`src/rtl/button_conditioner_if.sv`:
```
// Button conditioner bus: raw button inputs and conditioned outputs.
//   btn_raw    : asynchronous raw buttons ([0] start_stop, [1] lap_time, [2] clear)
//   level      : debounced button levels
//   press      : one-cycle pulse per accepted rising edge of level
//   long_press : one-cycle pulse once channel 2 has been held long enough
// master drives btn_raw (button side); slave is the conditioner.
interface button_conditioner_if;
  logic [2:0] btn_raw;
  logic [2:0] level;
  logic [2:0] press;
  logic       long_press;

  modport master (output btn_raw, input level, press, long_press);
  modport slave  (input btn_raw, output level, press, long_press);
endinterface

```
`src/rtl/button_conditioner.sv`:
```
// Three-channel button conditioner: synchronize, debounce, rising-edge press
// pulse, and optional long-press detection on channel 2.
//   clk : system clock
//   res : asynchronous active-high reset
//   bus : button_conditioner_if.slave (btn_raw in; level, press, long_press out)
// Parameters:
//   DEBOUNCE_CYCLES : consecutive stable cycles to accept a level change (>= 2)
//   LONG_CYCLES     : held cycles on channel 2 before long_press (>= 2)
// Macro BUTTON_CONDITIONER_LONG_PRESS_EN enables the long-press hold counter;
// without it long_press is tied low.

// One debounce lane: 2-flop synchronizer followed by a qualification counter.
module button_conditioner_lane #(
  parameter int DEBOUNCE_CYCLES = 1000000
) (
  input  logic clk,
  input  logic res,
  input  logic raw,
  output logic level,
  output logic press
);
  localparam int              CW       = $clog2(DEBOUNCE_CYCLES + 1);
  localparam logic [CW-1:0]   CNT_LAST = CW'(DEBOUNCE_CYCLES - 1);

  logic          s1, s2;
  logic [CW-1:0] cnt;

  always_ff @(posedge clk or posedge res) begin
    if (res) begin
      s1    <= 1'b0;
      s2    <= 1'b0;
      cnt   <= '0;
      level <= 1'b0;
      press <= 1'b0;
    end else begin
      s1    <= raw;
      s2    <= s1;
      press <= 1'b0;
      if (s2 != level) begin
        if (cnt == CNT_LAST) begin
          level <= s2;
          cnt   <= '0;
          // Pulse only when the accepted level is high (rising edge).
          press <= s2;
        end else begin
          cnt <= cnt + CW'(1);
        end
      end else begin
        // Any sample matching the current level restarts qualification.
        cnt <= '0;
      end
    end
  end
endmodule

module button_conditioner #(
  parameter int DEBOUNCE_CYCLES = 1000000,
  parameter int LONG_CYCLES     = 200000000
) (
  input  logic                 clk,
  input  logic                 res,
  button_conditioner_if.slave  bus
);
  localparam int NUM_LANES = 3;

  logic [NUM_LANES-1:0] lvl;
  logic [NUM_LANES-1:0] prs;

  generate
    for (genvar i = 0; i < NUM_LANES; i++) begin : g_lane
      button_conditioner_lane #(
        .DEBOUNCE_CYCLES (DEBOUNCE_CYCLES)
      ) u_lane (
        .clk   (clk),
        .res   (res),
        .raw   (bus.btn_raw[i]),
        .level (lvl[i]),
        .press (prs[i])
      );
    end
  endgenerate

  assign bus.level = lvl;
  assign bus.press = prs;

`ifdef BUTTON_CONDITIONER_LONG_PRESS_EN
  localparam int            HW        = $clog2(LONG_CYCLES + 1);
  localparam logic [HW-1:0] HOLD_MAX  = HW'(LONG_CYCLES);
  localparam logic [HW-1:0] HOLD_LAST = HW'(LONG_CYCLES - 1);

  logic [HW-1:0] hold_cnt;
  logic          long_q;

  // Counts cycles with level[2] high; pulses on reaching HOLD_MAX, then
  // saturates so a continued hold never repeats the pulse.
  always_ff @(posedge clk or posedge res) begin
    if (res) begin
      hold_cnt <= '0;
      long_q   <= 1'b0;
    end else begin
      long_q <= 1'b0;
      if (!lvl[2]) begin
        hold_cnt <= '0;
      end else if (hold_cnt != HOLD_MAX) begin
        hold_cnt <= hold_cnt + HW'(1);
        long_q   <= (hold_cnt == HOLD_LAST);
      end
    end
  end

  assign bus.long_press = long_q;
`else
  localparam int UNUSED_LONG_CYCLES = LONG_CYCLES;
  assign bus.long_press = 1'b0;
`endif
endmodule

```
`src/flat_wrapper.sv`:
```
// flat-port wrapper written by rule: the top's interface ports become plain ports
module button_conditioner_flat 
#(
  parameter int DEBOUNCE_CYCLES = 1000000,
  parameter int LONG_CYCLES     = 200000000
)
  (clk, res, bus_btn_raw, bus_level, bus_press, bus_long_press);
  button_conditioner_if bus_i ();
  input  logic clk;
  input  logic res;
  input wire logic [$bits(bus_i.btn_raw)-1:0] bus_btn_raw;
  output wire logic [$bits(bus_i.level)-1:0] bus_level;
  output wire logic [$bits(bus_i.press)-1:0] bus_press;
  output wire logic [$bits(bus_i.long_press)-1:0] bus_long_press;
  assign bus_i.btn_raw = bus_btn_raw;
  assign bus_level = bus_i.level;
  assign bus_press = bus_i.press;
  assign bus_long_press = bus_i.long_press;
  button_conditioner #(.DEBOUNCE_CYCLES(DEBOUNCE_CYCLES), .LONG_CYCLES(LONG_CYCLES)) u_core (.clk(clk), .res(res), .bus(bus_i));
endmodule
```
`config.mk`:
```
export PLATFORM = sky130hd
export DESIGN_NAME = button_conditioner_flat
export DESIGN_NICKNAME = d
export VERILOG_FILES = /design/src/rtl/button_conditioner_if.sv /design/src/rtl/button_conditioner.sv /design/src/flat_wrapper.sv
export SDC_FILE = /design/constraint.sdc
export NUM_CORES = 1
export LEC_CHECK = 0
export ABC_CLOCK_PERIOD_IN_PS = 5000
export CELL_PAD_IN_SITES_DETAIL_PLACEMENT = 0
export CELL_PAD_IN_SITES_GLOBAL_PLACEMENT = 2
export CORE_MARGIN = 5
export CORE_UTILIZATION = 30
export CTS_BUF_LIST = sky130_fd_sc_hd__clkbuf_4 sky130_fd_sc_hd__clkbuf_8
export DETAILED_ROUTE_END_ITERATION = 8
export PLACE_DENSITY = 0.65
export SLEW_MARGIN = 20
export SYNTH_ARGS = -nofsm -noshare
export SYNTH_HDL_FRONTEND = slang
export SYNTH_SLANG_ARGS = --single-unit
```
`constraint.sdc`:
```
create_clock -name clk -period 5 [get_ports clk]
set_clock_uncertainty 0.2 [all_clocks]
set_input_delay 0.75 -clock clk [delete_from_list [all_inputs] [get_ports clk]]
set_output_delay 0.75 -clock clk [all_outputs]
set_load 0.01 [all_outputs]
```
# == Word-level counts from Yosys, hierarchy flattened ==
# Index checks and enable logic that the tools add are counted.
# op_classes
add_sub_neg,3
n_eq_ne,6
muxes,12
n_reduce_logical,3
# ops
cell,n
$mux 20,6
$add 20x1->20 const B,3
$eq 20x20->1 const B,3
$mux 1,6
$reduce_and 2->1,3
$ne 1x1->1,3
# totals
regBits,72
inputBits,5
output_inout_bits,7

# == Logic depth before layout (Yosys ltp) ==
# Gate-level depths: netlist of run 1.
# logic_depth
ltp_word,3
mapped_depth,6
depth_no_buf,5

# == By module ==
# Synthesis of run 1 repeated with hierarchy kept, for this count alone.
# unflattened
cells_unflattened,326
area_unflattened_um2,3577.2
# by_module_without_submodules
mod,instances,cells_each,area_per_inst_um2
button_conditioner_lane,3,108,1188.6
button_conditioner,1,2,11.3

# == Least setup slack after synthesis of run 1 ==
# No wires, ideal clock.
# synth_timing
path_kind,reg2reg
start,register u_core.g_lane[0].u_lane.cnt[7]
end,register u_core.g_lane[0].u_lane.level
setup_ns,0.125
arrival_time_ns,1.900
path_slack_ns,2.775
stages_incl_launch_ff,5
path_buffers,0
cell_sequence,dfrtp_1 -> or4_1 -> or4_4 -> nor2_2 -> mux2_2
# synth_via
elab_chain_cells,2
# synth_lines
item,line_no,source
start: declaration,button_conditioner.sv:26,logic [CW-1:0] cnt;
start signal: assignment,button_conditioner.sv:46,cnt <= cnt + CW'(1);
$eq 20x20->1,button_conditioner.sv:40,if (cnt == CNT_LAST) begin
$reduce_and 2->1 (no line),--,
end signal: assignment,button_conditioner.sv:33,level <= 1'b0;
end signal: assignment,button_conditioner.sv:41,level <= s2;
end: declaration,button_conditioner.sv:19,"output logic level,"
# Every way passes these cells.
# A chain may end at the register's enable or synchronous reset.

# == Final worst setup path of run 1 ==
# layout_timing
start,register u_core.g_lane[2].u_lane.cnt[17]
end,register u_core.g_lane[2].u_lane.cnt[5]
# layout_via
elab_chain_cells,3
# layout_lines
item,line_no,source
start: declaration,button_conditioner.sv:26,
start signal: assignment,button_conditioner.sv:46,
$eq 20x20->1,button_conditioner.sv:40,
$mux 20,button_conditioner.sv:40,
$mux 20,button_conditioner.sv:39,if (s2 != level) begin
# Every way passes these cells.

==> results.cfg, run 1 <==
[clock_tree]
hold_buffers = 0
ctsResizeCount = 0
post_cts_buffers = 0
clkLatencyLatePin_ns = 0.35
clk_path_buf_depth = 2
tritoncts = yes
clk_transition_reported_paths_ns = 0.08
cts.htree.levels = 3
clock_sinks = 72
cts_root_buffer = clkbuf_8
numCtsBuffers = 9

[critical_path]
timing_worst_setup_path_type = reg -> reg
ff2ff_setup_slack_ns = 2.51
crit_path_max_fanout = 13
timing.critical_path.required_ns = 5.04
cp.arrival_ns = 2.53
setup.worst_path.end_class = flip-flop
crit_path_start_kind = flip-flop

[yosys]
yosysSeqAreaShare_pct = 52.3
synth.top_cells.by_count = dfrtp_1 (72), nor2_1 (57), xnor2_1 (35)
synth_top_cells_by_area = dfrtp_1 (52%), xnor2_1 (8.9%), nor2_1 (6.2%), nand4_1 (2.9%), nor4_1 (2.5%)
synth_most_common_cell = dfrtp_1
syn-instance-count = 340
synth.distinct_cells = 37
synth-edff-count = 0
synth-warning-count = 0
syn_nets = 348
synth_async_sr_flop_share_pct = 100
syn_avg_cell_area_um2 = 10.1
synth_top_area_share_pct = 52.3
postSynth.topFlopCell = dfrtp_1
mappedNetlistArea_um2 = 3450
dominant_cell_type_by_area_after_synthesis = dfrtp_1
synth.ff_latch_count = 72

[layout]
area_growth_syn_to_layout_pct = 12.6
drive_above_1_share_pct = 9.01
antennaDiodeCount = 0
fin_util_pct = 34.3
final_net_count = 359

[power_and_ir_drop]
power.static_leakage_nw = 1.50
switching_share_pct = 22.3
power.sequential.fraction_pct = 52.0
power.net_switching_mw = 0.256
pwr_density_cell_nw_per_um2 = 296
p_clk_share_pct = 44.8
share_of_total_power_in_combinational_logic_pct = 3.2
power.ir.vdd_worst_mv = 0.158
cell_internal_pwr_mw = 0.893

[worst_hold_path]
hold_path_class = reg -> reg

[global_route]
antenna_found_initial = 0
grt_pass1_wl_um = 11800
gr-total-overflow = 0
grt_pass1_vias = 2489
grt_start_max_net_pins = 45
track_usage_pct = 11.1

[floorplan]
fp.dieW_um = 117
effective_utilization_at_floorplan_pct = 30.4
rows = 39
core_outline_area_um2 = 11300
fp.dieH_um = 117
design.portCount = 12
floorplan.die_area_um2 = 13700

[route]
drt_pass1_iterations = 4
wire_length_per_cell_after_detailed_routing_um = 13.4
drt-total-wl_um = 6700
detailedRoute.firstIterationViolations = 68
antenna_violating_nets_post_route = 0
count_of_vias_placed_by_the_detailed_router = 2389
drc = 0
viasPerCell = 4.80

[placement]
place_congestion = 0.712
place.port_buffers = 10
dp_hpwl_um = 4480

[flow_run]
max_cap_violations = 0

[timing]
headroom_to_the_max_slew_limit_pct = 47.9
f_max_ghz = 0.401
report.final.hold_viol_count = 0
layout_worst_path_cycle_share_pct = 49.8
timing.final.setup_violations = 0
final.min_clock_period_ns = 2.49
worst_pin_slew_ns = 0.781
rsz0062_at_grt = false
final_layout_setup_total_negative_slack_ns = 0
finalMaxSlewViolations = 0

[outcome]
outcome = completed
path summary, 6_finish.rpt:
path | startpoint | cells past startpoint | end
max | u_core.g_lane[2].u_lane.cnt[17] | 5 | u_core.g_lane[2].u_lane.cnt[5]
min | u_core.g_lane[2].u_lane.s1 | 0 | u_core.g_lane[2].u_lane.s2
max reg2reg | u_core.g_lane[2].u_lane.cnt[17] | 5 | u_core.g_lane[2].u_lane.cnt[5]
min reg2reg | u_core.g_lane[2].u_lane.s1 | 0 | u_core.g_lane[2].u_lane.s2
max in group asynchronous | res | 3 | u_core.g_lane[1].u_lane.cnt[1]
min in group asynchronous | res | 2 | u_core.g_lane[0].u_lane.press
per-stage QoR:
step | instance area (µm²) | hold slack, ns | setup WS, ns | cells | total power, mW
2_1_floorplan | 3450 | 0.131 | 2.23 | 340 | 0.636
3_3_place_gp | 3660 | 0.133 | 2.50 | 483 | 0.649
3_5_place_dp | 3660 | 0.135 | 2.48 | 483 | 0.649
4_1_cts | 3880 | 0.152 | 2.46 | 498 | 1.17
5_1_grt | 3880 | 0.161 | 2.32 | 498 | 1.20
6_report | 3880 | 0.151 | 2.51 | 498 | 1.15
layer usage:
metal	routed length, µm	vias to the layer above	track usage [%]
li1	-	1194	-
met1	3340	1163	14.5
met2	3010	21	17.2
met3	180	11	2.11
met4	170	0	6.19
met5	0	-	0
flip-flops by register name (all words and copies together) (netlist names):
register	count
u_core.g_lane.u_lane.s1	3
u_core.g_lane.u_lane.cnt	60
u_core.g_lane.u_lane.press	3
u_core.g_lane.u_lane.s2	3
u_core.g_lane.u_lane.level	3
cells by family after synthesis:
group	synth area share (%)
adder cells (fa/ha/maj)	1.09
multiplexers	2.14
XOR/XNOR	11.4
other	0.109
flip-flops	52.3
buffers and inverters	3.99
AND/OR/NAND/NOR	24.5
AO/OA/AOI/OAI	4.47
power by group through the flow:
| stage | clock, mW | combinational [mW] | sequential (mW) |
|---|---|---|---|
| floorplan | 0 | 0.0281 | 0.608 |
| global placement | 0 | 0.0391 | 0.610 |
| detailed placement | 0 | 0.0388 | 0.610 |
| CTS | 0.534 | 0.0390 | 0.598 |
| global route | 0.556 | 0.0436 | 0.600 |
| finish | 0.515 | 0.0364 | 0.598 |
critical path, cell delays in order (launching register included):
cell and delay [ns]:
dfrtp_1 0.39, nand3_1 0.12, or4b_2 0.68, o31ai_2 0.61, buf_4 0.31, nor2_1 0.07
layout by cell type (no fill, tap or decap), types with 13 or more instances in the layout:
| cell | n |
|---|---|
| nor4_1 | 14 |
| nor2_1 | 57 |
| nand4_1 | 16 |
| nor3_1 | 15 |
| inv_1 | 13 |
| nand2_1 | 16 |
| dfrtp_1 | 72 |
| nand3_1 | 16 |
| xnor2_1 | 35 |
cell type report:
type                            count  area, µm²
Clock inverter                      5       81.3
Timing Repair Buffer               12        115
Fill cell                        1151       7440
Sequential cell                    72       1800
Clock buffer                       10        138
Tap cell                          143        179
Multi-Input combinational cell    242       1510
Inverter                           14       52.6
(Power assumes the default switching activity.)
==> run 2, diff against run 1 <==
--- a/config.mk
+++ b/config.mk
@@ -5,14 +5,14 @@
 export SDC_FILE = /design/constraint.sdc
 export NUM_CORES = 1
 export LEC_CHECK = 0
-export ABC_CLOCK_PERIOD_IN_PS = 5000
+export ABC_CLOCK_PERIOD_IN_PS = 2100
 export CELL_PAD_IN_SITES_DETAIL_PLACEMENT = 0
 export CELL_PAD_IN_SITES_GLOBAL_PLACEMENT = 2
 export CORE_MARGIN = 5
 export CORE_UTILIZATION = 30
 export CTS_BUF_LIST = sky130_fd_sc_hd__clkbuf_4 sky130_fd_sc_hd__clkbuf_8
 export DETAILED_ROUTE_END_ITERATION = 8
-export PLACE_DENSITY = 0.65
+export PLACE_DENSITY = 0.67
 export SLEW_MARGIN = 20
 export SYNTH_ARGS = -nofsm -noshare
 export SYNTH_HDL_FRONTEND = slang
==> constraint.sdc (replaced) <==
create_clock -name clk -period 2.1 [get_ports clk]
set_clock_uncertainty 0.2 [all_clocks]
set_input_delay 0.315 -clock clk [delete_from_list [all_inputs] [get_ports clk]]
set_output_delay 0.315 -clock clk [all_outputs]
set_load 0.01 [all_outputs]
==> run 2 against run 1 <==
  * The flow now finishes with violations (negative setup slack)
  * First-iteration DRC count increased to 2.7 times the previous value
  * Cell area is 13% higher
  * Core utilization up 4.5 points
  * Non-clock buffer count is 51 higher
  * Hold slack lost 0.024 ns
  * Combinational power increased to 3.4 times the previous value
  * Cell count is 10% higher
  * Global-route usage is 0.95 points higher
  * Maximum frequency grew 16%
  * Count of clock-buffer cells in the layout stayed put
  * Sequential power increased by 140%
  * Highest routed layer unchanged
==> results.cfg, run 2 (synthesized netlist as in run 1, its figures left out) <==
[timing]
report.final.hold_viol_count = 0
final.setup.worst_slack_ns = -0.0576
layout_worst_path_cycle_share_pct = 103
final.min_clock_period_ns = 2.16
timing.final.setup_violations = 19
rsz0062_at_grt = true
finalMaxSlewViolations = 0
hold_slack_ns = 0.126
final_layout_setup_total_negative_slack_ns = -0.232
f_max_ghz = 0.463

[floorplan]
rows = 39
design.portCount = 12
effective_utilization_at_floorplan_pct = 30.4
core_outline_area_um2 = 11300
fp.dieH_um = 117
fp.dieW_um = 117
floorplan.die_area_um2 = 13700

[global_route]
grt_start_max_net_pins = 29
grt_pass1_vias = 2702
track_usage_pct = 12.0
antenna_found_initial = 0
gr-total-overflow = 0
grt_pass1_wl_um = 12800

[critical_path]
cpLargestDelayFamily = simple AND/OR/NAND/NOR gates
crit_path_top_delay_cell = or4_4
setup.worst_path.end_class = flip-flop
crit_path_start_kind = flip-flop
crit_path_max_fanout = 2
timing.critical_path.required_ns = 2.15
timing_worst_setup_path_type = reg -> reg
cp.arrival_ns = 2.21
critPathMaxStageDelay_ns = 0.53
cp.buffers_inverters = 0
crit_path_cell_trace = or4_1, or4_4, nor2_4, mux2_4

[outcome]
outcome = finished, violations left
violations = negative setup slack

[power_and_ir_drop]
pwr_density_cell_nw_per_um2 = 636
switching_share_pct = 22.5
power.net_switching_mw = 0.630
power.static_leakage_nw = 1.79
power.ir.vdd_worst_mv = 0.477
p_clk_share_pct = 44.7
share_of_total_power_in_combinational_logic_pct = 4.5
cell_internal_pwr_mw = 2.16
power.sequential.fraction_pct = 50.9

[placement]
place_congestion = 0.734
dp_hpwl_um = 5050
post_placement_setup_slack_ns = -0.0558
place.port_buffers = 10

[route]
antenna_violating_nets_post_route = 0
drc = 0
wire_length_per_cell_after_detailed_routing_um = 12.7
detailedRoute.firstIterationViolations = 184
drt_pass1_iterations = 4
drt-total-wl_um = 7000
count_of_vias_placed_by_the_detailed_router = 2569
viasPerCell = 4.67

[clock_tree]
hold_buffers = 0
cts_root_buffer = clkbuf_8
clock_sinks = 72
tritoncts = yes
clk_transition_reported_paths_ns = 0.08
cts.htree.levels = 3
clk_path_buf_depth = 2
numCtsBuffers = 9
clkLatencyLatePin_ns = 0.36
post_cts_buffers = 0

[flow_run]
max_cap_violations = 0

[layout]
max_flop_register = u_core.g_lane.u_lane.cnt
largest_register_ffs = 60
final_common_cell = dfrtp_1
final_net_count = 410
drive_above_1_share_pct = 22.4
mostFrequentLayoutCells = dfrtp_1 (72), nor2_1 (56), buf_4 (48)
antennaDiodeCount = 0
fin_util_pct = 38.8
area_growth_syn_to_layout_pct = 27.5
final.fill_count = 1147

[worst_hold_path]
hold_path_class = in -> async
run 2: final timing paths:
kind	slack, ns	startpoint	cells past startpoint	end
max	-0.06	u_core.g_lane[0].u_lane.cnt[15]	4	u_core.g_lane[0].u_lane.level
min	0.13	res	2	u_core.g_lane[2].u_lane.s1
max reg2reg	-0.06	u_core.g_lane[0].u_lane.cnt[15]	4	u_core.g_lane[0].u_lane.level
min reg2reg	0.16	u_core.g_lane[1].u_lane.s1	0	u_core.g_lane[1].u_lane.s2
max in group asynchronous	1.09	res	3	u_core.g_lane[2].u_lane.cnt[1]
min in group clk	0.16	u_core.g_lane[1].u_lane.s1	0	u_core.g_lane[1].u_lane.s2
run 2: cell type report:
class | instances | area (µm²) | area share, %
sequential | 72 | 1800 | 41.0
multi-input combinational | 242 | 1570 | 35.8
timing repair buffer | 63 | 552 | 12.6
tap | 143 | 179 | 4.07
clock buffer | 10 | 138 | 3.13
clock inverter | 6 | 92.6 | 2.11
inverter | 14 | 56.3 | 1.28
run 2: metal layers:
metal	vias to the layer above	track usage (%)	share of wire, %
met1	1237	15.0	47
met2	30	19.1	49
met4	0	4.13	0.73
met3	4	4.63	3.8
li1	1298	-	-
met5	-	0	0
run 2: metrics by stage:
step / cell area, µm² / instances / total power [mW]
after floorplan: 3470 / 340 / 1.52
after global placement: 4110 / 534 / 1.58
after detailed placement: 4110 / 534 / 1.58
after CTS: 4350 / 550 / 2.86
after global routing: 4390 / 550 / 2.93
final: 4390 / 550 / 2.79
run 2: power by group through the flow:
stage          combinational (mW)  sequential [mW]  clock [mW]
2_1_floorplan              0.0678             1.45           0
3_3_place_gp                0.128             1.45           0
3_5_place_dp                0.130             1.45           0
4_1_cts                     0.131             1.42        1.31
5_1_grt                     0.144             1.42        1.36
6_report                    0.125             1.42        1.25
run 2: repair_timing:
item                       4_1_cts  5_1_grt
cloned                           0        0
setup endpoints to repair       20       45
gates resized for setup          1        9
pin swaps                        0        0
